### src/rtl/stall_sequencer_if.sv
// stall_sequencer_if
//   Groups the hazard-detector request lines and the pipeline-control
//   outputs of the stall sequencer into a single bundle.
//
//   Request side (driven by the hazard logic / master):
//     Stall, StallWrite, BranchTaken, Halt
//   Control side (driven by the sequencer / slave):
//     PCWrite, IFIDWrite, IDEXBubble, IFIDFlush, Stalling
//     StallCount (16 bit, only when STALL_STATS_EN is defined)
//
//   Build option: STALL_STATS_EN adds the StallCount statistic line.
interface stall_sequencer_if;
  logic        Stall;
  logic        StallWrite;
  logic        BranchTaken;
  logic        Halt;
  logic        PCWrite;
  logic        IFIDWrite;
  logic        IDEXBubble;
  logic        IFIDFlush;
  logic        Stalling;
`ifdef STALL_STATS_EN
  logic [15:0] StallCount;

  modport master (
    output Stall, StallWrite, BranchTaken, Halt,
    input  PCWrite, IFIDWrite, IDEXBubble, IFIDFlush, Stalling, StallCount
  );

  modport slave (
    input  Stall, StallWrite, BranchTaken, Halt,
    output PCWrite, IFIDWrite, IDEXBubble, IFIDFlush, Stalling, StallCount
  );
`else
  modport master (
    output Stall, StallWrite, BranchTaken, Halt,
    input  PCWrite, IFIDWrite, IDEXBubble, IFIDFlush, Stalling
  );

  modport slave (
    input  Stall, StallWrite, BranchTaken, Halt,
    output PCWrite, IFIDWrite, IDEXBubble, IFIDFlush, Stalling
  );
`endif
endinterface

### src/rtl/stall_sequencer.sv
// stall_sequencer
//   Applies the ID-stage hazard detector's stall request to the pipeline
//   front end: freezes PC and IF/ID, injects an ID/EX bubble for one cycle
//   (short stall) or LONG_STALL cycles (long stall), masks new requests
//   while a long stall is running, and flushes IF/ID on a taken branch.
//
//   Ports:
//     clk  - pipeline clock
//     rst  - synchronous reset, active-high
//     bus  - stall_sequencer_if.slave (requests in, pipeline controls out)
//
//   Parameter:
//     LONG_STALL - total stall cycles for a long stall (>= 2)
//
//   Build option: STALL_STATS_EN enables the saturating 16-bit StallCount
//   statistic; without it the counter does not exist.
module stall_sequencer #(
  parameter int LONG_STALL = 2
) (
  input  logic              clk,
  input  logic              rst,
  stall_sequencer_if.slave  bus
);

  localparam int RW = $clog2(LONG_STALL);

  typedef enum logic {
    IDLE = 1'b0,
    HOLD = 1'b1
  } state_t;

  state_t        r_state;
  logic [RW-1:0] r_remaining;

  logic w_stallReq;
  logic w_stallCycle;

  // Only a clean 1 on Stall is a request; HOLD ignores requests entirely.
  assign w_stallReq   = (bus.Stall == 1'b1);
  assign w_stallCycle = !rst && !bus.Halt && ((r_state == HOLD) || w_stallReq);

  // Outputs follow state and inputs in the same cycle so a stall bites
  // immediately. Halt freezes the front end without issuing a bubble.
  always_comb begin
    bus.PCWrite    = 1'b1;
    bus.IFIDWrite  = 1'b1;
    bus.IDEXBubble = 1'b0;
    bus.IFIDFlush  = 1'b0;
    bus.Stalling   = 1'b0;
    if (rst) begin
      bus.PCWrite   = 1'b1;
    end else if (bus.Halt) begin
      bus.PCWrite   = 1'b0;
      bus.IFIDWrite = 1'b0;
    end else if (w_stallCycle) begin
      bus.PCWrite    = 1'b0;
      bus.IFIDWrite  = 1'b0;
      bus.IDEXBubble = 1'b1;
      bus.Stalling   = 1'b1;
    end else begin
      bus.IFIDFlush  = bus.BranchTaken;
    end
  end

  // The first stall cycle happens in IDLE, so HOLD covers the remaining
  // LONG_STALL-1 cycles and returns to IDLE on the cycle Remaining reaches 1.
  always_ff @(posedge clk) begin
    if (rst) begin
      r_state     <= IDLE;
      r_remaining <= '0;
    end else if (!bus.Halt) begin
      case (r_state)
        IDLE: begin
          if (w_stallReq && bus.StallWrite) begin
            r_state     <= HOLD;
            r_remaining <= RW'(LONG_STALL - 1);
          end
        end
        HOLD: begin
          r_remaining <= r_remaining - RW'(1);
          if (r_remaining == RW'(1)) begin
            r_state <= IDLE;
          end
        end
        default: begin
          r_state     <= IDLE;
          r_remaining <= '0;
        end
      endcase
    end
  end

`ifdef STALL_STATS_EN
  logic [15:0] r_stallCount;

  // Counts cycles that actually bubbled; halted cycles are excluded
  // because they never assert Stalling. Saturates rather than wrapping.
  always_ff @(posedge clk) begin
    if (rst) begin
      r_stallCount <= '0;
    end else if (w_stallCycle && (r_stallCount != 16'hFFFF)) begin
      r_stallCount <= r_stallCount + 16'd1;
    end
  end

  assign bus.StallCount = r_stallCount;
`endif

endmodule

### src/flat_wrapper.sv
// flat-port wrapper written by rule: the top's interface ports become plain ports
module stall_sequencer_flat 
#(
  parameter int LONG_STALL = 2
)
  (clk, rst, bus_Stall, bus_StallWrite, bus_BranchTaken, bus_Halt, bus_PCWrite, bus_IFIDWrite, bus_IDEXBubble, bus_IFIDFlush, bus_Stalling);
  stall_sequencer_if bus_i ();
  input  logic clk;
  input  logic rst;
  input wire logic [$bits(bus_i.Stall)-1:0] bus_Stall;
  input wire logic [$bits(bus_i.StallWrite)-1:0] bus_StallWrite;
  input wire logic [$bits(bus_i.BranchTaken)-1:0] bus_BranchTaken;
  input wire logic [$bits(bus_i.Halt)-1:0] bus_Halt;
  output wire logic [$bits(bus_i.PCWrite)-1:0] bus_PCWrite;
  output wire logic [$bits(bus_i.IFIDWrite)-1:0] bus_IFIDWrite;
  output wire logic [$bits(bus_i.IDEXBubble)-1:0] bus_IDEXBubble;
  output wire logic [$bits(bus_i.IFIDFlush)-1:0] bus_IFIDFlush;
  output wire logic [$bits(bus_i.Stalling)-1:0] bus_Stalling;
  assign bus_i.Stall = bus_Stall;
  assign bus_i.StallWrite = bus_StallWrite;
  assign bus_i.BranchTaken = bus_BranchTaken;
  assign bus_i.Halt = bus_Halt;
  assign bus_PCWrite = bus_i.PCWrite;
  assign bus_IFIDWrite = bus_i.IFIDWrite;
  assign bus_IDEXBubble = bus_i.IDEXBubble;
  assign bus_IFIDFlush = bus_i.IFIDFlush;
  assign bus_Stalling = bus_i.Stalling;
  stall_sequencer #(.LONG_STALL(LONG_STALL)) u_core (.clk(clk), .rst(rst), .bus(bus_i));
endmodule
### config.mk
export PLATFORM = sky130hd
export DESIGN_NAME = stall_sequencer_flat
export DESIGN_NICKNAME = d
export VERILOG_FILES = /design/src/rtl/stall_sequencer_if.sv /design/src/rtl/stall_sequencer.sv /design/src/flat_wrapper.sv
export SDC_FILE = /design/constraint.sdc
export NUM_CORES = 1
export LEC_CHECK = 0
export BUFFER_PORTS_ARGS = -buffer_cell sky130_fd_sc_hd__buf_2
export CAP_MARGIN = 10
export CELL_PAD_IN_SITES_DETAIL_PLACEMENT = 0
export CELL_PAD_IN_SITES_GLOBAL_PLACEMENT = 1
export CORE_AREA = 2 2 39 41
export CTS_BUF_LIST = sky130_fd_sc_hd__clkbuf_16
export DETAILED_ROUTE_END_ITERATION = 16
export DIE_AREA = 0 0 41 43
export GPL_TIMING_DRIVEN = 0
export PLACE_DENSITY = 0.4
export SLEW_MARGIN = 20
export SYNTH_ARGS = -nofsm -noshare
export SYNTH_HDL_FRONTEND = slang
export SYNTH_SLANG_ARGS = --single-unit
### constraint.sdc
create_clock -name clk -period 2.05 [get_ports clk]
set_input_delay 0.205 -clock clk [delete_from_list [all_inputs] [get_ports clk]]
set_output_delay 0.205 -clock clk [all_outputs]
set_load 0.03 [all_outputs]
Yosys cells after proc, flatten, opt, wreduce, memory -nomap -nowiden
Cells that the tools add are included.
{ "word_totals": {"regBits": 2, "out_inout_bits": 5, "word_cells": 27} }
{ "op_classes": {"n_addsub": 1, "n_eq_ne": 1, "mux": 14, "n_bitwise": 2, "n_reduce_logical": 7} }
{ "ops": {"columns": ["op", "count"], "rows": [
  ["$mux W1", 12],
  ["$pmux W1 S2", 2],
  ["$logic_and A1 B1 Y1", 3],
  ["$logic_not A1 Y1", 2],
  ["$ne A2 B1 Y1 const B", 1],
  ["$not A1 Y1", 2],
  ["$reduce_and A2 Y1", 1],
  ["$logic_or A1 B1 Y1", 1],
  ["$sub A1 B1 Y1 const B", 1]
]} }

Logic depth before layout (Yosys ltp)
{ "depth": {"depth_word": 6, "depth_mapped": 3, "depth_no_buf": 3} }

Worst setup path after synthesis
OpenSTA, ideal clock, no wires.
{ "synth_path": {"path_kind": "flip-flop to output port", "startpoint": "reg u_core.r_state", "endpoint": "out bus_Stalling", "arrival_time_ns": 1.438, "required_ns": 1.845, "slack_ns": 0.407, "path_stages_with_launch": 4, "n_path_buf": 1, "path_cell_list": "dfxtp_1 nor2_1 nor3_1 buf_4"} }
{ "synth_via": {"elab_chain_len": 5} }
{ "synth_lines": {"columns": ["item", "line_no", "text"], "rows": [
  ["from (decl)", "stall_sequencer.sv:32", "state_t r_state;"],
  ["from (signal assigned)", "stall_sequencer.sv:69", "r_state <= IDLE;"],
  ["from (signal assigned)", "stall_sequencer.sv:75", "r_state <= HOLD;"],
  ["from (signal assigned)", "stall_sequencer.sv:82", "r_state <= IDLE;"],
  ["$logic_or A1 B1 Y1", "stall_sequencer.sv:40", "assign w_stallCycle = !rst && !bus.Halt && ((r_state == HOLD) || w_stallReq);"],
  ["$logic_and A1 B1 Y1", "stall_sequencer.sv:40", null],
  ["$mux W1 (3 in series)", null, null],
  ["to (decl)", "flat_wrapper.sv:18", "output wire logic [$bits(bus_i.Stalling)-1:0] bus_Stalling;"]
]} }
No other way between the ends.

Worst setup path after layout
{ "layout_path": {"startpoint": "reg u_core.r_state", "endpoint": "out bus_Stalling"} }
{ "layout_via": {"elab_chain_len": 5} }
{ "layout_lines": {"columns": ["item", "line_no", "text"], "rows": [
  ["$logic_or A1 B1 Y1", "stall_sequencer.sv:40", null],
  ["$logic_and A1 B1 Y1", "stall_sequencer.sv:40", null],
  ["$mux W1", "stall_sequencer.sv:55", "end else if (w_stallCycle) begin"],
  ["$mux W1", "stall_sequencer.sv:52", "end else if (bus.Halt) begin"],
  ["$mux W1", "stall_sequencer.sv:50", "if (rst) begin"]
]} }
No other way between the ends.

==> impl_metrics.csv <==
group,metric,value,unit
sta,finClkSkew,1.492,ps
power_and_ir_drop,p_per_area,1362,nW/um^2
final_layout,drive_gt1_share,53.33,%
final_layout,diodes,0,
route,drt_wl_total,388,microns
sta,period_minus_slack,1414,ps
route,top_layer,"met4",
synth,synth_area_leaders,"dfxtp_1 31%, a21o_1 12%, buf_4 12%, nor2_1 12%, a311oi_1 6.8%",
final_layout,nNetsFinal,38,
final_layout,final_util,19.80,%
route,vias,169,
setup_path,path_delay_family,"flip-flops",
place,place_inst,43,
grt,grt_usage,5.511,%
sta,fin_crit_sh,68.97,%
grt,grt_max_degree,6,
place,place.gp.congestion,0.5818,
power_and_ir_drop,p_leak,0.1444,nW
synth,synth-edff-count,0,
sta,rsz0062_at_grt,"false",
clock_network,cts_buffers,3,
clock_network,cts_resized,0,
clock_network,cts_tree,"done",
clock_network,cts.sinks,2,
setup_path,crit_fanout,5,
synth,syn_area_per_cell,7.581,sq um
setup_path,cp-end-kind,"output port",
synth,synth-seq-area-share,31.07,%
sta,fin_ws,636.1,ps
die,die_w,41,microns
die,die_area,1763,sq um
synth,synth_area,128.9,sq um
route,routedWlPerCell,8.435,microns
synth,synth_cell_types,11,
sta,worstMarginPinSlew,218.4,ps
run,cap_violations,0,
clock_network,ctsHoldBuffers,0,
route,dr.pass1.iters,2,
setup_path,cp.arrival,1210,ps
synth,synth_flop_cell,"dfxtp_1",
route,dr_wl_met2,131,microns
clock_network,post_cts_buffers,0,
sta,finalSetupTns,0,ps
setup_path,critPathBufInv,2,
clock_network,ctsHtreeMaxLevel,1,
setup_path,critical-path-slowest-cell,"dfxtp_1",
grt,grt_pass1_vias,149,
sta,final_hold_viol_count,0,
synth,synth_commonest_cells,"4 x nor2_1, 2 x a21o_1, 2 x buf_4, 2 x dfxtp_1",
route,antenna_left,0,
clock_network,cts-root-buf,"clkbuf_16",
run_status,status,"completed",
die,ios,11,
synth,synth.top_cell.area_share,31.07,%
setup_path,crit_required,1850,ps
final_layout,syn_to_final_growth,112.6,%
route,drt-met1-wl,188,microns
place,dpl_cell_area,198.9,sq um
synth,yosysMostFrequentCell,"nor2_1",
sta,finalSetupViolCount,0,
clock_network,path_clk_slew,30,ps
route,wl_met3,60,microns
synth,yosysTopAreaCell,"dfxtp_1",
clock_network,clk_path_buf_depth,2,
route,drc,0,
power_and_ir_drop,peakVddDrop,0.4225,mV
die,core,1384,sq um
synth,ys.warnings.count,0,
route,viasPerCell,3.674,
setup_path,start_kind,"register",
grt,grt_pass1_wl,558,microns
sta,whs,222.4,ps
sta,relSlewSlack,85.33,%
setup_path,critical_path.max_stage_delay,380,ps
die,start_util,9.313,%
final_layout,fin_cells,46,
synth,synthCells,17,
die,rows,14,
clock_network,clk_latency,220,ps
hold_path,hp-class,"in2reg",
sta,finalMaxSlewViolations,0,
synth,syn_nets,23,
die,die_y,43,microns
synth,async_reset_ff_share,0,%
setup_path,crit_type,"reg2out",
grt,antenna_found_initial,0,
synth,synth_seq_cells,2,
setup_path,crit_path_cell_trace,"nor2_1 > nor3_1 > buf_4 > buf_2",
final_layout,final_cell_area,274.0,sq um
sta,clock.fmax,707.3,MHz
place,place.port_buffers,10,
power_and_ir_drop,finalPower,373.1,uW
route,drtIter0Drc,6,
place,place_ws,846.4,ps
place,hpwl,281.7,microns
grt,grt_overflow,0,
-- metal layers --
layer  track usage, %  up-vias
met1            5.431       68
li1                 -       86
met2            6.250       13
met4            6.000        0
met5                0        -
met3            4.712        2
-- flip-flops by register name, indices dropped and copies added (netlist names) --
signal / count
u_core.r_state: 1
u_core.r_remaining: 1
-- placed cells by master (no fill, tap or decap) --
| master | instances |
|---|---|
| inv_2 | 1 |
| buf_4 | 2 |
| a32oi_1 | 1 |
| dfxtp_1 | 2 |
| a21o_1 | 2 |
| nor3_1 | 1 |
| and3_1 | 1 |
| a311oi_1 | 1 |
| buf_2 | 10 |
| nor2_1 | 4 |
| nand2b_1 | 1 |
| a21oi_1 | 1 |
| clkbuf_16 | 3 |
-- power breakdown --
group	switching (mW)	total [mW]	leakage, nW	internal (mW)
logic	0.0224	0.0377	0.0910	0.0153
clock network	0.0434	0.291	0.0370	0.248
registers	0.00227	0.0440	0.0164	0.0418
-- cell families (layout without fill, tap and decap cells) --
group | after synthesis | count (layout) | share of synthesized area, %
buffers and inverters | 3 | 16 | 14.56
and+or+nand+nor | 7 | 7 | 25.24
AOI/OAI and AO/OA | 5 | 5 | 29.12
DFF | 2 | 2 | 31.07
-- area by class of cell --
type / count / area [sq um]
plain buffers: 2 / 15.01
repair buffers: 10 / 50.05
flip-flops and latches: 2 / 40.04
multi-input cells: 12 / 70.07
fillers: 156 / 1110
inverters: 1 / 3.754
clock buffers: 3 / 75.07
well taps: 16 / 20.02
-- worst register-to-register path, cell delays in order (launching register included) --
cell      delay [ps]
dfxtp_1          380
a21o_1           110
a21oi_1           60
a311oi_1         200
-- worst paths after layout --
| path | slack [ps] | endpoint | start | cells past startpoint |
|---|---|---|---|---|
| max | 640 | bus_Stalling | u_core.r_state | 4 |
| min | 220 | u_core.r_state | rst | 2 |
| min reg2reg | 490 | u_core.r_remaining | u_core.r_remaining | 1 |
| max reg2reg | 1210 | u_core.r_remaining | u_core.r_state | 3 |
Power figures use the tool's default switching activity.
